File: config.mk
export PLATFORM = sky130hd
export DESIGN_NAME = pattern_stamper
export DESIGN_NICKNAME = d
export VERILOG_FILES = /design/src/rtl/pattern_stamper.sv
export SDC_FILE = /design/constraint.sdc
export NUM_CORES = 1
export LEC_CHECK = 0
export CAP_MARGIN = 20
export CORE_MARGIN = 2
export CORE_UTILIZATION = 49
export CTS_BUF_LIST = sky130_fd_sc_hd__clkbuf_4 sky130_fd_sc_hd__clkbuf_8
export DETAILED_ROUTE_END_ITERATION = 6
export GPL_ROUTABILITY_DRIVEN = 0
export GPL_TIMING_DRIVEN = 1
export PLACE_DENSITY = 0.79
export SYNTH_ARGS = -nofsm -noshare
export SYNTH_HDL_FRONTEND = slang
export SYNTH_SLANG_ARGS = --single-unit
export TNS_END_PERCENT = 5
File: constraint.sdc
create_clock -name clk_in -period 2.86 [get_ports clk_in]
set_input_delay 0.572 -clock clk_in [delete_from_list [all_inputs] [get_ports clk_in]]
set_output_delay 0.572 -clock clk_in [all_outputs]
set_load 0.05 [all_outputs]
File: src/rtl/pattern_stamper.sv
// Stamps an 8x8 cell pattern into packed board memory at a cursor, one
// read-modify-write per covered word, only while the renderer is blanking.
module pattern_stamper #(
   parameter int WORD_SIZE      = 16,
   parameter int LOG_WORD_SIZE  = 4,
   parameter int BOARD_SIZE     = 256,
   parameter int LOG_BOARD_SIZE = 8,
   parameter int LOG_MAX_ADDR   = 12,
   parameter int READ_LATENCY   = 2
) (
   input  logic                      clk_in,
   input  logic                      rst_in,
   input  logic                      start_in,
   input  logic [1:0]                mode_in,
   input  logic [63:0]               pattern_in,
   input  logic [LOG_BOARD_SIZE-1:0] cursor_x_in,
   input  logic [LOG_BOARD_SIZE-1:0] cursor_y_in,
   input  logic                      render_done_in,
   input  logic [WORD_SIZE-1:0]      data_r_in,
   output logic [LOG_MAX_ADDR-1:0]   addr_out,
   output logic [WORD_SIZE-1:0]      data_w_out,
   output logic                      we_out,
   output logic                      busy_out,
   output logic                      done_out
);

   localparam int COLW = LOG_BOARD_SIZE - LOG_WORD_SIZE;
   localparam int LATW = (READ_LATENCY > 1) ? $clog2(READ_LATENCY) : 1;

   typedef enum logic [2:0] {
      S_IDLE, S_WAIT_WIN, S_READ, S_WAIT, S_WRITE, S_DONE
   } state_t;

   state_t                    state_q;
   logic [1:0]                mode_q;
   logic [63:0]               pattern_q;
   logic [LOG_BOARD_SIZE-1:0] cx_q, cy_q;
   logic [2:0]                row_q;
   logic                      wordb_q;
   logic [LATW-1:0]           lat_q;
   logic [LOG_MAX_ADDR-1:0]   addr_q;
   logic [WORD_SIZE-1:0]      dataw_q;
   logic                      we_q, busy_q, done_q;

   logic [LOG_WORD_SIZE-1:0]  off;
   logic                      need_b, last_word;
   logic [2:0]                nxt_row;
   logic                      nxt_wordb;
   logic [7:0]                prow;
   logic [WORD_SIZE+7:0]      ext_p, ext_m;
   logic [WORD_SIZE-1:0]      place_p, place_m, merged_d;
   logic [LOG_MAX_ADDR-1:0]   cur_addr_d, nxt_addr_d;

   function automatic logic [LOG_MAX_ADDR-1:0] word_addr(
      input logic [LOG_BOARD_SIZE-1:0] y,
      input logic [COLW-1:0]           col,
      input logic [2:0]                row,
      input logic                      b);
      logic [LOG_BOARD_SIZE-1:0] yr;
      logic [COLW-1:0]           cr;
      yr = y + LOG_BOARD_SIZE'(row);
      cr = col + COLW'(b);
      return LOG_MAX_ADDR'({yr, cr});
   endfunction

   always_comb begin
      off       = cx_q[LOG_WORD_SIZE-1:0];
      need_b    = off > LOG_WORD_SIZE'(WORD_SIZE - 8);
      last_word = (row_q == 3'd7) && (wordb_q || !need_b);
      if (!wordb_q && need_b) begin
         nxt_row   = row_q;
         nxt_wordb = 1'b1;
      end else begin
         nxt_row   = row_q + 3'd1;
         nxt_wordb = 1'b0;
      end
      cur_addr_d = word_addr(cy_q, cx_q[LOG_BOARD_SIZE-1:LOG_WORD_SIZE], row_q, wordb_q);
      nxt_addr_d = word_addr(cy_q, cx_q[LOG_BOARD_SIZE-1:LOG_WORD_SIZE], nxt_row, nxt_wordb);
      // Shift the 8-cell row across a word-plus-8 window; the low 8 bits spill into word B.
      prow    = pattern_q[{~row_q, 3'b000} +: 8];
      ext_p   = {prow, {WORD_SIZE{1'b0}}} >> off;
      ext_m   = {8'hFF, {WORD_SIZE{1'b0}}} >> off;
      place_p = wordb_q ? {ext_p[7:0], {(WORD_SIZE-8){1'b0}}} : ext_p[WORD_SIZE+7:8];
      place_m = wordb_q ? {ext_m[7:0], {(WORD_SIZE-8){1'b0}}} : ext_m[WORD_SIZE+7:8];
      case (mode_q)
         2'b00:   merged_d = data_r_in | place_p;
         2'b01:   merged_d = data_r_in ^ place_p;
         2'b10:   merged_d = data_r_in & ~place_p;
         default: merged_d = (data_r_in & ~place_m) | place_p;
      endcase
   end

   always_ff @(posedge clk_in or negedge rst_in) begin
      if (!rst_in) begin
         state_q   <= S_IDLE;
         mode_q    <= '0;
         pattern_q <= '0;
         cx_q      <= '0;
         cy_q      <= '0;
         row_q     <= '0;
         wordb_q   <= 1'b0;
         lat_q     <= '0;
         addr_q    <= '0;
         dataw_q   <= '0;
         we_q      <= 1'b0;
         busy_q    <= 1'b0;
         done_q    <= 1'b0;
      end else begin
         case (state_q)
            S_IDLE: begin
               if (start_in) begin
                  mode_q    <= mode_in;
                  pattern_q <= pattern_in;
                  cx_q      <= cursor_x_in;
                  cy_q      <= cursor_y_in;
                  row_q     <= '0;
                  wordb_q   <= 1'b0;
                  busy_q    <= 1'b1;
                  if (render_done_in) begin
                     addr_q  <= word_addr(cursor_y_in,
                                          cursor_x_in[LOG_BOARD_SIZE-1:LOG_WORD_SIZE],
                                          3'd0, 1'b0);
                     state_q <= S_READ;
                  end else begin
                     state_q <= S_WAIT_WIN;
                  end
               end
            end
            S_WAIT_WIN: begin
               if (render_done_in) begin
                  addr_q  <= cur_addr_d;
                  state_q <= S_READ;
               end
            end
            S_READ: begin
               lat_q   <= '0;
               state_q <= render_done_in ? S_WAIT : S_WAIT_WIN;
            end
            S_WAIT: begin
               if (!render_done_in) begin
                  state_q <= S_WAIT_WIN;
               end else if (lat_q == LATW'(READ_LATENCY - 1)) begin
                  dataw_q <= merged_d;
                  we_q    <= 1'b1;
                  state_q <= S_WRITE;
               end else begin
                  lat_q <= lat_q + 1'b1;
               end
            end
            S_WRITE: begin
               we_q <= 1'b0;
               if (!render_done_in) begin
                  state_q <= S_WAIT_WIN;
               end else if (last_word) begin
                  done_q  <= 1'b1;
                  busy_q  <= 1'b0;
                  state_q <= S_DONE;
               end else begin
                  row_q   <= nxt_row;
                  wordb_q <= nxt_wordb;
                  addr_q  <= nxt_addr_d;
                  state_q <= S_READ;
               end
            end
            S_DONE: begin
               done_q  <= 1'b0;
               state_q <= S_IDLE;
            end
            default: state_q <= S_IDLE;
         endcase
      end
   end

   // A window drop during the WRITE cycle itself must suppress the strobe immediately.
   assign we_out     = we_q & render_done_in;
   assign addr_out   = addr_q;
   assign data_w_out = dataw_q;
   assign busy_out   = busy_q;
   assign done_out   = done_q;

endmodule

### Yosys cells after proc, flatten, opt, wreduce, memory -nomap -nowiden

Cells that the tools add are included.

| cells by class | value |
|---|---|
| add/subtract/negate cells | 6 |
| magnitude comparators | 1 |
| equality and inequality tests | 17 |
| shift operators | 3 |
| multiplexer cells | 41 |
| bitwise logic cells | 9 |
| reduce and logical (&&, ||, !) cells | 21 |

Operator list:

| kind | count |
|---|---|
| variable part select 64 x 7 -> 8 bit | 1 |
| two-way mux 12 bit | 5 |
| one-hot mux 16 bit (3 select lines) | 1 |
| one-hot mux 12 bit (3 select lines) | 1 |
| bitwise AND 16 bit | 2 |
| two-way mux 16 bit | 2 |
| inverter 16 bit | 2 |
| OR 16 bit | 2 |
| two-way mux 3 bit | 10 |
| right shift 24 x 4 -> 24 bit | 1 |
| right shift 24 x 4 -> 24 bit, first input constant | 1 |
| adder 8 x 3 -> 8 bit | 2 |
| inequality test 2 bit, second input constant | 8 |
| bitwise XOR 16 bit | 1 |
| one-hot mux 3 bit (5 select lines) | 1 |
| two-way mux 1 bit | 13 |
| AND reduction 3 bit | 4 |
| one-hot mux 1 bit (2 select lines) | 5 |
| equality test 3 bit, second input constant | 3 |
| adder 4 x 1 -> 4 bit | 2 |
| AND reduction 4 bit | 2 |
| nonzero test 2 bit | 4 |
| equality test 3 x 2 -> 1 bit, second input constant | 2 |
| one-hot mux 3 bit (2 select lines) | 1 |
| 18 further kinds | 22 |

| word-level totals | value |
|---|---|
| bits in registers | 121 |
| bits of input ports | 102 |
| output and inout port bits | 31 |
| word-level logic and storage cells | 111 |

### Depth between registers and ports, before layout

| logic depth | value |
|---|---|
| depth after elaboration | 7 |
| mapped depth | 15 |
| gate-level depth less buffers | 14 |

### Worst setup path after synthesis

OpenSTA, ideal clock, no wires.

| timing path | value |
|---|---|
| kind | reg2reg |
| from | register cx_q[2] |
| to | register addr_q[11] (netlist: addr_out[11]) |
| setup time | 0.134 ns |
| arrival | 2.892 ns |
| data required time | 2.726 ns |
| slack | -0.167 ns |
| stages on the path, launching flop included | 15 |
| path buffers | 1 |
| period minus slack after synthesis | 3.027 ns |
| cells stage by stage | dfrtp_1 > clkbuf_1 > clkinv_1 > ha_1 > nor3b_1 > nand2b_1 > nand3_1 > mux2_2 > ha_1 > a21o_1 > a21oi_1 > nor3_1 > xor2_1 > mux2i_1 > o21ai_0 |

| on the way | value |
|---|---|
| longest elaborated chain between the ends | 7 |
| elaborated cells on any way between the ends | 12 |
| classes of those cells | add/sub: 1; order compare: 1; eq/ne: 1; mux: 4; reduce/logical: 5 |

RTL lines:

| element | RTL line | text |
|---|---|---|
| start: declaration | 37 | `logic [LOG_BOARD_SIZE-1:0] cx_q, cy_q;` |
| start signal: assignment | 114 | `cx_q <= cursor_x_in;` |
| > comparator 4 bit * | 68 | `need_b = off > LOG_WORD_SIZE'(WORD_SIZE - 8);` |
| logical AND 1 bit | 70 | `if (!wordb_q && need_b) begin` |
| two-way mux 3 bit | 70 |  |
| adder 8 x 3 -> 8 bit | 61 | `yr = y + LOG_BOARD_SIZE'(row);` |
| two-way mux 12 bit | 154 | `end else if (last_word) begin` |
| two-way mux 12 bit | 152 | `if (!render_done_in) begin` |
| one-hot mux 12 bit (3 select lines) | 109 | `case (state_q)` |
| end signal: assignment | 120 | `addr_q <= word_addr(cursor_y_in,` |
| end signal: assignment | 131 | `addr_q <= cur_addr_d;` |
| end signal: assignment | 161 | `addr_q <= nxt_addr_d;` |
| end: declaration | 41 | `logic [LOG_MAX_ADDR-1:0] addr_q;` |

Mark *: on every way between the ends. The rest lies on a longest branch, timed or not. The select of a mux whose other input is x is not followed.
A chain may end at the register's enable or synchronous reset.

### Worst setup path in the final report

| timing path | value |
|---|---|
| from | register row_q[0] |
| to | register dataw_q[10] (netlist: data_w_out[10]) |

| on the way | value |
|---|---|
| longest elaborated chain between the ends | 7 |
| elaborated cells on any way between the ends | 10 |
| classes of those cells | shift: 2; mux: 2; bitwise: 6 |

RTL lines:

| element | RTL line | text |
|---|---|---|
| start: declaration | 38 | `logic [2:0] row_q;` |
| start signal: assignment | 159 | `row_q <= nxt_row;` |
| inverter 3 bit * | 80 | `prow = pattern_q[{~row_q, 3'b000} +: 8];` |
| variable part select 64 x 7 -> 8 bit * | 80 |  |
| right shift 24 x 4 -> 24 bit * | 81 | `ext_p = {prow, {WORD_SIZE{1'b0}}} >> off;` |
| two-way mux 16 bit * | 83 | `place_p = wordb_q ? {ext_p[7:0], {(WORD_SIZE-8){1'b0}}} : ext_p[WORD_SIZE+7:8];` |
| inverter 16 bit | 88 | `2'b10: merged_d = data_r_in & ~place_p;` |
| bitwise AND 16 bit | 88 |  |
| one-hot mux 16 bit (3 select lines) * | 85 | `case (mode_q)` |
| end signal: assignment | 143 | `dataw_q <= merged_d;` |
| end: declaration | 42 | `logic [WORD_SIZE-1:0] dataw_q;` |

Mark *: on every way between the ends. The rest lies on a longest branch, timed or not.

==> flow_metrics.env <==
export IMPL_final_util_pct=67.92
export IMPL_antenna_cells=0
export IMPL_outcome="complete, but fails checks"
export IMPL_startpoint="row_q[0]$_DFFE_PN0P_"
export IMPL_skew_ns=0.009133
export IMPL_num_vias=6229
export IMPL_startpoint_type="flip-flop"
export IMPL_crit_path_max_fanout=4
export IMPL_crit_cells=13
export IMPL_cpLargestDelayFamily="compound AO/OA/AOI/OAI gates"
export IMPL_cts_root_buf="clkbuf_8"
export IMPL_max_freq_mhz=323.6
export IMPL_syn_inst=685
export IMPL_dr_pass1_iters=5
export IMPL_yosys_top_cells_count="dfrtp_1 (121), mux2_2 (84), a21oi_1 (77)"
export IMPL_grt_usage_pct=25.84
export IMPL_rsz0062_at_grt="yes"
export IMPL_rows=43
export IMPL_syn_area_um2=7074
export IMPL_drv_cap=0
export IMPL_clock_path_buffers=2
export IMPL_worstPathCellList="buf_6 > mux4_2 > mux2_4 > a32oi_1 > nand3_2 > a221oi_2 > buf_4 > ha_1 > nor2b_1 > a21oi_1 > a21oi_1 > a21oi_1 > a31oi_1"
export IMPL_worstReg2RegStart="row_q[0]$_DFFE_PN0P_"
export IMPL_totalWireLength_um=19520
export IMPL_clk_pin_slew_ns=0.07
export IMPL_netlist_area_leader_share_pct=42.80
export IMPL_area_growth_syn_to_layout_pct=34.31
export IMPL_yosysWarnings=0
export IMPL_ant_nets=0
export IMPL_slew_limit_headroom_pct=54.64
export IMPL_n_fill_cell=1005
export IMPL_final_min_clock_period_ns=3.091
export IMPL_async_reset_ff_share_pct=100.0
export IMPL_cts_sinks=121
export IMPL_ys_types=51
export IMPL_crit_type="flip-flop to flip-flop"
export IMPL_synth_seq_cells=121
export IMPL_hpwl_um=13940
export IMPL_worstSkewPairLatency_ns=0.44
export IMPL_h_tree_depth=4
export IMPL_layout_nets=977
export IMPL_layout_drive_gt1_share_pct=25.90
export IMPL_die_area_um2=15410
export IMPL_core_area_um2=13990
export IMPL_io_pins=133
export IMPL_setup_ws_ns=-0.2305
export IMPL_grt_overflow_total=0
export IMPL_fp_dieH_um=124.2
export IMPL_timing_hold_ws_ns=0.07063
export IMPL_cts_buffers=17
export IMPL_arrival_ns=3.45
export IMPL_p_leak_nw=3.846
export IMPL_power_frac_comb_pct=58.3
export IMPL_switching_share_pct=43.86
export IMPL_synth_nets=817
export IMPL_synth_ff_type="dfrtp_1"
export IMPL_powerDensity_nw_per_um2=1138
export IMPL_timing_rr_end="data_w_out[10]$_DFFE_PN0P_"
export IMPL_setup_viol=15
export IMPL_power_share_sequential_pct=28.5
export IMPL_critPathCaptureType="flip-flop"
export IMPL_critPathBufInv=2
export IMPL_critical_path_slowest_cell="mux4_2"
export IMPL_clock_power_share_pct=13.2
export IMPL_port_buffers=132
export IMPL_synth_avg_cell_area_um2=10.33
export IMPL_antenna_found_initial=0
export IMPL_p_int_mw=6.070
export IMPL_endpoint="data_w_out[10]$_DFFE_PN0P_"
export IMPL_die_w_um=124.2
export IMPL_synth_top_cell_by_area="dfrtp_1"
export IMPL_worst_pin_slew_ns=0.6804
export IMPL_grt_pass1_wl_um=30620
export IMPL_synth_most_common_cell="dfrtp_1"
export IMPL_synth_edf_count=0
export IMPL_p_sw_mw=4.742
export IMPL_first_global_vias=6122
export IMPL_initial_core_util_pct=50.57
export IMPL_violations="negative setup slack"
export IMPL_hp_class="input pin to asynchronous set/reset pin"
export IMPL_reg2reg_slack_ns=-0.23
export IMPL_wire_per_inst_um=18.82
export IMPL_drc=0
export IMPL_viasPerCell=6.007
export IMPL_peakVddDrop_v=0.0004840
export IMPL_cpPeakStageDelay_ns=0.47
export IMPL_fin_setup_tns_ns=-2.120
export IMPL_period_share_pct=108.1
export IMPL_cts_tree="done"
export IMPL_grt_max_degree=55
export IMPL_power_mw=10.81
export IMPL_crit_path_frequent_cell="a21oi_1"
export IMPL_critical_path_required_ns=3.22
export IMPL_slew_viol_final=0
export IMPL_yosys_top_cells_area="dfrtp_1 (43%), mux2_2 (13%), a21oi_1 (5.4%)"
export IMPL_worst_r2r_path_depth=13
export IMPL_final_hold_viol_count=0
export IMPL_ys_seq_area_share_pct=42.80
export IMPL_drtIter0Drc=391
==> sequential cells by signal, indices dropped and copies added, names as in the netlist <==
| register | flops |
|---|---|
| pattern_q | 64 |
| data_w_out | 16 |
| addr_out | 12 |
| cx_q | 8 |
| cy_q | 8 |
| row_q | 3 |
| state_q | 3 |
| mode_q | 2 |
| busy_out | 1 |
| done_out | 1 |
| lat_q | 1 |
| we_q | 1 |
| wordb_q | 1 |
==> through the flow <==
step	worst slack, ns	instance area [um2]	std cells
5_1_grt	-0.3743	9502	1037
2_1_floorplan	0.01066	7077	685
3_3_place_gp	-0.1709	8830	999
3_5_place_dp	-0.2861	8830	999
6_report	-0.2305	9502	1037
4_1_cts	-0.1153	9335	1033
==> layout by cell type, fill, tap and decap left out, types with 3 or more instances in the layout <==
cell / Yosys / layout
clkdlybuf4s50_1: 0 / 130
dfrtp_1: 121 / 120
mux2_2: 84 / 82
a21oi_1: 77 / 75
nand2_1: 66 / 64
buf_4: 1 / 50
mux2i_1: 38 / 32
o21ai_0: 32 / 31
ha_1: 29 / 27
nor2_1: 26 / 26
nor2b_1: 25 / 24
clkbuf_8: 0 / 19
xnor2_1: 12 / 12
a22oi_2: 0 / 10
nor3_1: 9 / 9
and2_1: 11 / 9
a31oi_1: 8 / 8
nand3_1: 9 / 7
inv_1: 6 / 6
clkinv_2: 0 / 6
a32oi_1: 7 / 6
a221oi_2: 5 / 6
a22oi_1: 15 / 5
o22ai_1: 5 / 5
clkinvlp_4: 0 / 5
buf_12: 0 / 5
mux2i_2: 0 / 4
and3_1: 4 / 4
nand2b_1: 5 / 4
mux4_2: 4 / 4
a221oi_1: 7 / 4
nor4_1: 3 / 3
o32ai_1: 3 / 3
xor2_1: 3 / 3
==> worst reg2reg max path, delay by kind of cell (launching register included) <==
kind            cells  cell delay [ns]
compound gates      6             0.99
mux                 2             0.78
flops               1             0.42
buf+inv             2             0.30
simple gates        2             0.30
fa+ha+maj           1             0.22
==> power groups by stage <==
stage | registers, mW | logic (mW) | clock network, mW
5_1_grt | 3.17 | 6.77 | 1.53
6_report | 3.08 | 6.31 | 1.42
3_5_place_dp | 3.07 | 5.70 | 0
2_1_floorplan | 3.52 | 3.38 | 0
4_1_cts | 3.06 | 5.94 | 1.45
3_3_place_gp | 3.02 | 5.50 | 0
==> cell type report <==
| class | count | area (um2) | area share [%] |
|---|---|---|---|
| multi-input cells | 511 | 4054 | 42.67 |
| clock buffers | 19 | 261.5 | 2.752 |
| flip-flops and latches | 121 | 3029 | 31.88 |
| repair buffers | 187 | 1803 | 18.98 |
| clock inverters | 12 | 101.3 | 1.067 |
| well taps | 180 | 225.2 | 2.370 |
| inverters | 7 | 27.53 | 0.2897 |
==> metal layers <==
| metal | routed length, um | vias to the layer above | share of wire (%) | GRT usage [%] |
|---|---|---|---|---|
| met1 | 7974 | 3041 | 41 | 33.83 |
| li1 | - | 2822 | - | - |
| met5 | 0 | - | 0 | 0 |
| met3 | 1532 | 47 | 7.8 | 6.548 |
| met2 | 9569 | 319 | 49 | 41.94 |
| met4 | 444 | 0 | 2.3 | 8.708 |
==> how the worst min path moves through the flow <==
stage / start / to / slack, ns / cells after the start
6_report: rst_in / pattern_q[8]$_DFFE_PN0P_ / 0.07 / 1
5_1_grt: rst_in / pattern_q[8]$_DFFE_PN0P_ / 0.08 / 1
4_1_cts: rst_in / pattern_q[8]$_DFFE_PN0P_ / 0.07 / 1
3_5_place_dp: addr_out[6]$_DFFE_PN0P_ / addr_out[6]$_DFFE_PN0P_ / 0.47 / 2
3_3_place_gp: addr_out[1]$_DFFE_PN0P_ / addr_out[1]$_DFFE_PN0P_ / 0.46 / 2
2_1_floorplan: rst_in / addr_out[0]$_DFFE_PN0P_ / 0.28 / 0
==> logic make-up after synthesis <==
kind of cell / after synthesis / share of synthesized area, %
AO/OA/AOI/OAI: 174 / 15.41
AND/OR/NAND/NOR: 166 / 11.28
multiplexers: 126 / 20.02
flip-flops: 121 / 42.80
buffers and inverters: 53 / 3.219
adder cells (fa/ha/maj): 30 / 5.412
XOR/XNOR: 15 / 1.857
==> timing repair <==
item / CTS / global route
setup buffers: 2 / 5
resized for setup: 20 / 31
endpoints found under the setup margin: 17 / 21
gates cloned: 1 / 0
pin swaps: 14 / 13
hold endpoints to repair: 0 / 0
hold buffers: 0 / 0
Note: power is estimated with default switching activity, not from simulation.
